==> src/rtl/dpa_pkg.sv <==
// rtl/dpa_pkg.sv - shared constants and types for the DPA image-memory path
//
// Purpose: IM bus widths, requester identity and arbiter state encoding,
// shared by the image-memory arbiter and its picker.
// Ports: none (package).
package dpa_pkg;

  localparam int   AW          = 20;    // IM address width
  localparam int   DW          = 24;    // IM data width (RGB888)
  localparam logic IM_WEN_IDLE = 1'b1;  // im_wen_n level when nothing is issued

  typedef enum logic {
    OWN_P = 1'b0,  // photo-copy engine
    OWN_T = 1'b1   // time-overlay writer
  } owner_e;

  typedef enum logic [1:0] {
    IDLE  = 2'd0,
    GNT_P = 2'd1,
    GNT_T = 2'd2
  } arb_state_e;

endpackage

==> src/rtl/im_arbiter_if.sv <==
// rtl/im_arbiter_if.sv - requester and IM pin bundle for the image-memory arbiter
//
// Purpose: groups both requester handshakes and the IM pins.
// Ports (signals):
//   P side : req_p, we_p, addr_p, wdata_p, last_p -> arbiter; gnt_p, rvalid_p <- arbiter
//   T side : req_t, we_t, addr_t, wdata_t, last_t -> arbiter; gnt_t, rvalid_t <- arbiter
//   shared : rdata <- arbiter
//   IM pins: im_a, im_wen_n, im_d <- arbiter; im_q -> arbiter
// Modports: slave = arbiter side, master = requesters plus memory side.
interface im_arbiter_if #(
  parameter int AW = dpa_pkg::AW,
  parameter int DW = dpa_pkg::DW
);
  import dpa_pkg::*;

  logic          req_p;
  logic          we_p;
  logic [AW-1:0] addr_p;
  logic [DW-1:0] wdata_p;
  logic          last_p;
  logic          gnt_p;
  logic          rvalid_p;

  logic          req_t;
  logic          we_t;
  logic [AW-1:0] addr_t;
  logic [DW-1:0] wdata_t;
  logic          last_t;
  logic          gnt_t;
  logic          rvalid_t;

  logic [DW-1:0] rdata;

  logic [AW-1:0] im_a;
  logic          im_wen_n;
  logic [DW-1:0] im_d;
  logic [DW-1:0] im_q;

  modport slave (
    input  req_p, we_p, addr_p, wdata_p, last_p,
    input  req_t, we_t, addr_t, wdata_t, last_t,
    input  im_q,
    output gnt_p, rvalid_p, gnt_t, rvalid_t, rdata,
    output im_a, im_wen_n, im_d
  );

  modport master (
    output req_p, we_p, addr_p, wdata_p, last_p,
    output req_t, we_t, addr_t, wdata_t, last_t,
    output im_q,
    input  gnt_p, rvalid_p, gnt_t, rvalid_t, rdata,
    input  im_a, im_wen_n, im_d
  );

endinterface

==> src/rtl/im_arb_rr.sv <==
// rtl/im_arb_rr.sv - 2-way round-robin picker for the image-memory arbiter
//
// Purpose: chooses which requester to grant next. On a tie the requester
// that did not own the memory last wins. Purely combinational.
// Ports:
//   i_req_p, i_req_t : candidate requests
//   i_last_owner     : requester that released ownership most recently
//   o_pick           : chosen requester (meaningful only if a request is high)
module im_arb_rr
  import dpa_pkg::*;
(
  input  logic   i_req_p,
  input  logic   i_req_t,
  input  owner_e i_last_owner,
  output owner_e o_pick
);

  always_comb begin
    o_pick = OWN_P;
    if (i_req_p && i_req_t) begin
      o_pick = (i_last_owner == OWN_P) ? OWN_T : OWN_P;
    end else if (i_req_t) begin
      o_pick = OWN_T;
    end
  end

endmodule

==> src/rtl/im_arbiter.sv <==
// rtl/im_arbiter.sv - burst-granting round-robin arbiter for the single-port IM
//
// Purpose: shares the image memory between the photo-copy engine (P) and the
// time-overlay writer (T). Whole bursts are granted, capped at MAX_BURST
// transfers; IM pins are registered; read data is routed back by a tag pipe.
// Ports:
//   clk   : system clock, rising edge
//   reset : synchronous, active-low reset
//   bus   : im_arbiter_if.slave (requester handshakes, rdata, IM pins)
module im_arbiter #(
  parameter int AW        = dpa_pkg::AW,
  parameter int DW        = dpa_pkg::DW,
  parameter int MAX_BURST = 16
) (
  input logic         clk,
  input logic         reset,
  im_arbiter_if.slave bus
);
  import dpa_pkg::*;

  localparam logic [7:0] CAP_M1 = 8'(MAX_BURST - 1);

  arb_state_e    r_state;
  logic          r_gnt_p;
  logic          r_gnt_t;
  owner_e        r_last_owner;
  logic [7:0]    r_burst_cnt;

  logic [AW-1:0] r_im_a;
  logic [DW-1:0] r_im_d;
  logic          r_im_wen_n;

  logic          r_tag1_vld;
  owner_e        r_tag1_own;
  logic          r_rvalid_p;
  logic          r_rvalid_t;
  logic [DW-1:0] r_rdata;

  logic          w_xfer_p;
  logic          w_xfer_t;
  logic          w_xfer;
  owner_e        w_cur;
  logic          w_last_x;
  logic          w_release;
  logic [AW-1:0] w_addr;
  logic [DW-1:0] w_wdata;
  logic          w_we;
  logic          w_rr_req_p;
  logic          w_rr_req_t;
  owner_e        w_rr_last;
  owner_e        w_pick;
  logic          w_any;
  arb_state_e    w_pick_state;

  assign w_xfer_p = bus.req_p & r_gnt_p;
  assign w_xfer_t = bus.req_t & r_gnt_t;
  assign w_xfer   = w_xfer_p | w_xfer_t;

  // Only the current owner's signals are ever looked at.
  assign w_cur    = r_gnt_t ? OWN_T : OWN_P;
  assign w_last_x = r_gnt_t ? bus.last_t  : bus.last_p;
  assign w_addr   = r_gnt_t ? bus.addr_t  : bus.addr_p;
  assign w_wdata  = r_gnt_t ? bus.wdata_t : bus.wdata_p;
  assign w_we     = r_gnt_t ? bus.we_t    : bus.we_p;

  assign w_release = w_xfer & (w_last_x | (r_burst_cnt == CAP_M1));

  // The same picker serves IDLE and the handoff: the owner's own request is
  // masked so that a release always hands over to the other side or idles.
  assign w_rr_req_p = bus.req_p & ~r_gnt_p;
  assign w_rr_req_t = bus.req_t & ~r_gnt_t;
  assign w_rr_last  = (r_state == IDLE) ? r_last_owner : w_cur;
  assign w_any      = w_rr_req_p | w_rr_req_t;

  im_arb_rr u_rr (
    .i_req_p      (w_rr_req_p),
    .i_req_t      (w_rr_req_t),
    .i_last_owner (w_rr_last),
    .o_pick       (w_pick)
  );

  assign w_pick_state = !w_any            ? IDLE  :
                        (w_pick == OWN_T) ? GNT_T : GNT_P;

  // Ownership FSM; grants are registered alongside the state.
  always_ff @(posedge clk) begin
    if (!reset) begin
      r_state      <= IDLE;
      r_gnt_p      <= 1'b0;
      r_gnt_t      <= 1'b0;
      r_last_owner <= OWN_P;
      r_burst_cnt  <= 8'd0;
    end else begin
      case (r_state)
        IDLE: begin
          r_state <= w_pick_state;
          r_gnt_p <= (w_pick_state == GNT_P);
          r_gnt_t <= (w_pick_state == GNT_T);
        end
        GNT_P, GNT_T: begin
          if (w_release) begin
            r_burst_cnt  <= 8'd0;
            r_last_owner <= w_cur;
            r_state      <= w_pick_state;
            r_gnt_p      <= (w_pick_state == GNT_P);
            r_gnt_t      <= (w_pick_state == GNT_T);
          end else if (w_xfer) begin
            r_burst_cnt <= r_burst_cnt + 8'd1;
          end
        end
        default: begin
          r_state <= IDLE;
          r_gnt_p <= 1'b0;
          r_gnt_t <= 1'b0;
        end
      endcase
    end
  end

  // Issue path: address/data hold between transfers, only wen returns idle.
  always_ff @(posedge clk) begin
    if (!reset) begin
      r_im_a     <= '0;
      r_im_d     <= '0;
      r_im_wen_n <= IM_WEN_IDLE;
    end else if (w_xfer) begin
      r_im_a     <= w_addr;
      r_im_d     <= w_wdata;
      r_im_wen_n <= ~w_we;
    end else begin
      r_im_wen_n <= IM_WEN_IDLE;
    end
  end

  // Return path: the issuer's identity travels with the read so the data is
  // routed correctly even after ownership has moved on.
  always_ff @(posedge clk) begin
    if (!reset) begin
      r_tag1_vld <= 1'b0;
      r_tag1_own <= OWN_P;
      r_rvalid_p <= 1'b0;
      r_rvalid_t <= 1'b0;
      r_rdata    <= '0;
    end else begin
      r_tag1_vld <= w_xfer & ~w_we;
      r_tag1_own <= w_cur;
      r_rvalid_p <= r_tag1_vld & (r_tag1_own == OWN_P);
      r_rvalid_t <= r_tag1_vld & (r_tag1_own == OWN_T);
      if (r_tag1_vld) begin
        r_rdata <= bus.im_q;
      end
    end
  end

  assign bus.gnt_p    = r_gnt_p;
  assign bus.gnt_t    = r_gnt_t;
  assign bus.rvalid_p = r_rvalid_p;
  assign bus.rvalid_t = r_rvalid_t;
  assign bus.rdata    = r_rdata;
  assign bus.im_a     = r_im_a;
  assign bus.im_d     = r_im_d;
  assign bus.im_wen_n = r_im_wen_n;

endmodule

==> src/flat_wrapper.sv <==
// flat-port wrapper written by rule: the top's interface ports become plain ports
module im_arbiter_flat import dpa_pkg::*;
#(
  parameter int AW        = dpa_pkg::AW,
  parameter int DW        = dpa_pkg::DW,
  parameter int MAX_BURST = 16
)
  (clk, reset, bus_req_p, bus_we_p, bus_addr_p, bus_wdata_p, bus_last_p, bus_req_t, bus_we_t, bus_addr_t, bus_wdata_t, bus_last_t, bus_im_q, bus_gnt_p, bus_rvalid_p, bus_gnt_t, bus_rvalid_t, bus_rdata, bus_im_a, bus_im_wen_n, bus_im_d);
  im_arbiter_if #(.AW(AW), .DW(DW)) bus_i ();
  input logic clk;
  input logic reset;
  input wire logic [$bits(bus_i.req_p)-1:0] bus_req_p;
  input wire logic [$bits(bus_i.we_p)-1:0] bus_we_p;
  input wire logic [$bits(bus_i.addr_p)-1:0] bus_addr_p;
  input wire logic [$bits(bus_i.wdata_p)-1:0] bus_wdata_p;
  input wire logic [$bits(bus_i.last_p)-1:0] bus_last_p;
  input wire logic [$bits(bus_i.req_t)-1:0] bus_req_t;
  input wire logic [$bits(bus_i.we_t)-1:0] bus_we_t;
  input wire logic [$bits(bus_i.addr_t)-1:0] bus_addr_t;
  input wire logic [$bits(bus_i.wdata_t)-1:0] bus_wdata_t;
  input wire logic [$bits(bus_i.last_t)-1:0] bus_last_t;
  input wire logic [$bits(bus_i.im_q)-1:0] bus_im_q;
  output wire logic [$bits(bus_i.gnt_p)-1:0] bus_gnt_p;
  output wire logic [$bits(bus_i.rvalid_p)-1:0] bus_rvalid_p;
  output wire logic [$bits(bus_i.gnt_t)-1:0] bus_gnt_t;
  output wire logic [$bits(bus_i.rvalid_t)-1:0] bus_rvalid_t;
  output wire logic [$bits(bus_i.rdata)-1:0] bus_rdata;
  output wire logic [$bits(bus_i.im_a)-1:0] bus_im_a;
  output wire logic [$bits(bus_i.im_wen_n)-1:0] bus_im_wen_n;
  output wire logic [$bits(bus_i.im_d)-1:0] bus_im_d;
  assign bus_i.req_p = bus_req_p;
  assign bus_i.we_p = bus_we_p;
  assign bus_i.addr_p = bus_addr_p;
  assign bus_i.wdata_p = bus_wdata_p;
  assign bus_i.last_p = bus_last_p;
  assign bus_i.req_t = bus_req_t;
  assign bus_i.we_t = bus_we_t;
  assign bus_i.addr_t = bus_addr_t;
  assign bus_i.wdata_t = bus_wdata_t;
  assign bus_i.last_t = bus_last_t;
  assign bus_i.im_q = bus_im_q;
  assign bus_gnt_p = bus_i.gnt_p;
  assign bus_rvalid_p = bus_i.rvalid_p;
  assign bus_gnt_t = bus_i.gnt_t;
  assign bus_rvalid_t = bus_i.rvalid_t;
  assign bus_rdata = bus_i.rdata;
  assign bus_im_a = bus_i.im_a;
  assign bus_im_wen_n = bus_i.im_wen_n;
  assign bus_im_d = bus_i.im_d;
  im_arbiter #(.AW(AW), .DW(DW), .MAX_BURST(MAX_BURST)) u_core (.clk(clk), .reset(reset), .bus(bus_i));
endmodule
==> config.mk <==
export PLATFORM = sky130hd
export DESIGN_NAME = im_arbiter_flat
export DESIGN_NICKNAME = d
export VERILOG_FILES = /design/src/rtl/dpa_pkg.sv /design/src/rtl/im_arbiter_if.sv /design/src/rtl/im_arb_rr.sv /design/src/rtl/im_arbiter.sv /design/src/flat_wrapper.sv
export SDC_FILE = /design/constraint.sdc
export NUM_CORES = 1
export LEC_CHECK = 0
export ABC_AREA = 1
export BUFFER_PORTS_ARGS = -buffer_cell sky130_fd_sc_hd__buf_2
export CAP_MARGIN = 20
export CORE_MARGIN = 1
export CORE_UTILIZATION = 40
export DETAILED_ROUTE_END_ITERATION = 8
export HOLD_SLACK_MARGIN = 0.05
export PLACE_DENSITY = 0.76
export SLEW_MARGIN = 20
export SYNTH_ARGS = -nofsm -noshare
export SYNTH_HDL_FRONTEND = slang
export SYNTH_HIERARCHICAL = 1
export SYNTH_SLANG_ARGS = --single-unit
==> constraint.sdc <==
create_clock -name clk -period 1.6 [get_ports clk]
set_clock_uncertainty 0.15 [all_clocks]
set_input_delay 0.08 -clock clk [delete_from_list [all_inputs] [get_ports clk]]
set_output_delay 0.08 -clock clk [all_outputs]
set_load 0.05 [all_outputs]
==> reports/results.tsv <==
metric	value	unit
Max Fclk	654	MHz
YS warnings	6	
Hold Violations, Final	0	
Post-Route WL	13200	µm
total power	8.60	mW
mux share of post-synthesis cell area	0	
largest net degree at the start of global routing	77	
Required @ worst endpoint	1.69	ns
final worst-path cycle share	0.955	
sequential-to-total area share from yosys stat	0.486	
Register-to-Register Path Depth	5	
placed insts	734	
WHS Path Cells	5	
Peak VDD IR	1040	µV
Max-Slew Margin vs Limit	0.722	
Die X	95.1	µm
P_leak	2.88	nW
unrepaired setup endpoints after global routing	false	
Slew Viols, Final	0	
Worst-path clk slew	0.08	ns
hold path start	bus_last_p	
setup TNS	0	ns
Routed Antenna Nets	0	
worst slack, placed	0.0191	ns
ant diodes	0	
antenna violations before repair	0	
vias in the first global route	4332	
CP Data Arrival Time	1.62	ns
Num CTS Buffers	9	
area grow syn2layout	70.1	%
RR Endpoint	u_core/bus.im_a[7]	
layout cell share with drive strength beyond 1	0.303	
worst-margin pin slew	0.416	ns
final setup fails	0	
num rows	33	
Detail Placement HPWL	6870	µm
first-pass GRT wire length	20100	µm
DR pass1 iterations	5	
R2R setup slack	0.07	ns
root buffer cell	clkbuf_8	
Post-Syn Area	3460	µm²
flops & latches, synth	84	
CP endpoint kind	flop	
Final min period	1.53	ns
CTS Sinks	84	
DIE AREA	9030	µm²
port bufs	192	
# H-tree levels	3	
PwrDens	1460	nW/µm²
Iter 0 DRT Violations	253	
drt wl/cell	15.2	µm
Hold Path Sink	u_core/r_last_owner	
Clk Latency, worst-skew pair	0.34	ns
Mean Syn Cell Area	7.48	µm²
largest family of logic cells by synthesized area	simple AND/OR/NAND/NOR gates	
post-route DRC violation count	0	
MaxCap Viol Count	0	
via count	4533	
Hold Crit Class	in -> reg	
CTS tree	built	
area share of fa/ha/maj cells after synthesis	0.0108	
DIE HEIGHT	95.1	µm
XOR/XNOR share of the synthesized area	0.00253	
RD Place Congestion	0.864	
core footprint	8300	µm²
critical-path maximum fanout	70	
Setup WS post-layout	0.0712	ns
Synth Instances	463	
boundary pin count	193	
syn nets	586	
RR Startpoint	u_core/r_state[0]	
total global-route track usage	0.288	
Synth Area in Simple Gates	0.229	
fin cells	870	
critical path startpoint category	flop	
Crit Path Class	reg -> reg	
post-synth cell types	25	
post-synthesis compound-gate area fraction	0.201	
Nets	884	
clk buf depth	2	
Starting Density	0.417	
grt ovf	0	
DR vias/cell	5.21	
status	finished clean	
==> report_power, final <==
group / internal [mW] / total [mW] / switching (mW) / leakage, nW
sequential: 2.59 / 2.88 / 0.292 / 0.688
combinational: 1.14 / 4.12 / 2.98 / 2.09
clock: 0.866 / 1.59 / 0.726 / 0.102
total: 4.60 / 8.60 / 4.00 / 2.88
==> state kept, by name (all words and copies together), names as in the netlist <==
name,flops
u_core/bus.im_a,20
u_core/bus.im_d,24
u_core/bus.im_wen_n,1
u_core/bus.rdata,24
u_core/bus.rvalid_p,1
u_core/bus.rvalid_t,1
u_core/r_burst_cnt,8
u_core/r_last_owner,1
u_core/r_state,2
u_core/r_tag1_own,1
u_core/r_tag1_vld,1
==> cell usage after synthesis <==
cell type / instances / share of area
nor2_4: 1 / 0.0033
inv_1: 15 / 0.016
o21ai_1: 1 / 0.0014
nand2_2: 3 / 0.0054
buf_2: 12 / 0.017
o21ai_0: 71 / 0.10
a21oi_1: 9 / 0.013
nand2_1: 114 / 0.12
or3_1: 1 / 0.0018
dfxtp_1: 84 / 0.49
xor2_1: 1 / 0.0025
ha_1: 3 / 0.011
buf_4: 3 / 0.0065
and3_1: 1 / 0.0018
a31oi_1: 44 / 0.079
nor3_1: 3 / 0.0043
nor2_1: 65 / 0.070
or2_0: 1 / 0.0018
buf_6: 5 / 0.016
nand3_1: 9 / 0.013
inv_2: 1 / 0.0011
a21oi_2: 1 / 0.0025
nand2_4: 1 / 0.0033
clkbuf_1: 13 / 0.014
o22ai_1: 1 / 0.0018
==> repair_timing <==
action                                  CTS  global route
buffers inserted                          0             4
resized for setup                         3             5
hold buffers                            117             0
hold endpoints to repair                 72             0
pin swaps                                 0             4
endpoints found under the setup margin    2             9
==> layout by cell type (no fill, tap or decap), drive strengths merged, types with 9 or more instances in the layout <==
cell / count
o21ai: 72
dfxtp: 84
a31oi: 44
nand2: 118
a21oi: 10
clkbuf: 10
dlygate4sd3: 117
nor2: 66
nand3: 9
buf: 203
inv: 16
==> metrics by stage <==
step	utilization	hold slack, ns	area (µm²)
global route	0.710	0.0704	5890
finish	0.710	0.0397	5890
floorplan	-	0.0649	3490
global placement	0.538	0.153	4470
detailed placement	0.538	0.156	4470
CTS	0.705	0.132	5850
==> worst max path at each step <==
stage	slack (ns)	startpoint	depth (start not counted)	to
6_report	0.07	u_core/r_state[0]	5	u_core/bus.im_a[7]
2_1_floorplan	-0.15	u_core/r_state[1]	9	u_core/r_burst_cnt[3]
5_1_grt	0.005	u_core/r_burst_cnt[0]	8	u_core/r_state[0]
3_3_place_gp	0.10	u_core/r_burst_cnt[0]	8	u_core/r_state[0]
4_1_cts	0.03	u_core/r_state[0]	7	u_core/r_burst_cnt[3]
3_5_place_dp	0.02	u_core/r_burst_cnt[0]	8	u_core/r_state[0]
==> final cells by class <==
class,count,area (µm²)
Tap cell,105,131
Inverter,16,62.6
Clock inverter,5,77.6
Timing Repair Buffer,320,2250
Fill cell,576,2410
Sequential cell,84,1690
Clock buffer,10,128
Multi-Input combinational cell,330,1550
==> critical path, stage by stage (launching register included) <==
cell and delay, ns:
dfxtp_4 0.39, nand2_1 0.07, nand2_2 0.13, buf_12 0.26, o21ai_0 0.14, a31oi_1 0.26
==> per-layer routing <==
| layer | up-vias | track usage | routed length [µm] | part of all wire |
|---|---|---|---|---|
| li1 | 2139 | - | - | - |
| met1 | 2053 | 0.307 | 4920 | 0.37 |
| met2 | 288 | 0.501 | 6520 | 0.49 |
| met3 | 53 | 0.0901 | 1240 | 0.094 |
| met4 | 0 | 0.165 | 544 | 0.041 |
| met5 | - | 0 | 0 | 0 |
==> cells by family (layout without fill, tap and decap cells) <==
group                    after synthesis  after routing
AO/OA/AOI/OAI                        127            127
XOR/XNOR                               1              1
adder cells (fa/ha/maj)                3              3
buffers and inverters                 49            351
flip-flops                            84             84
AND/OR/NAND/NOR                      199            199
(Power assumes the default switching activity.)
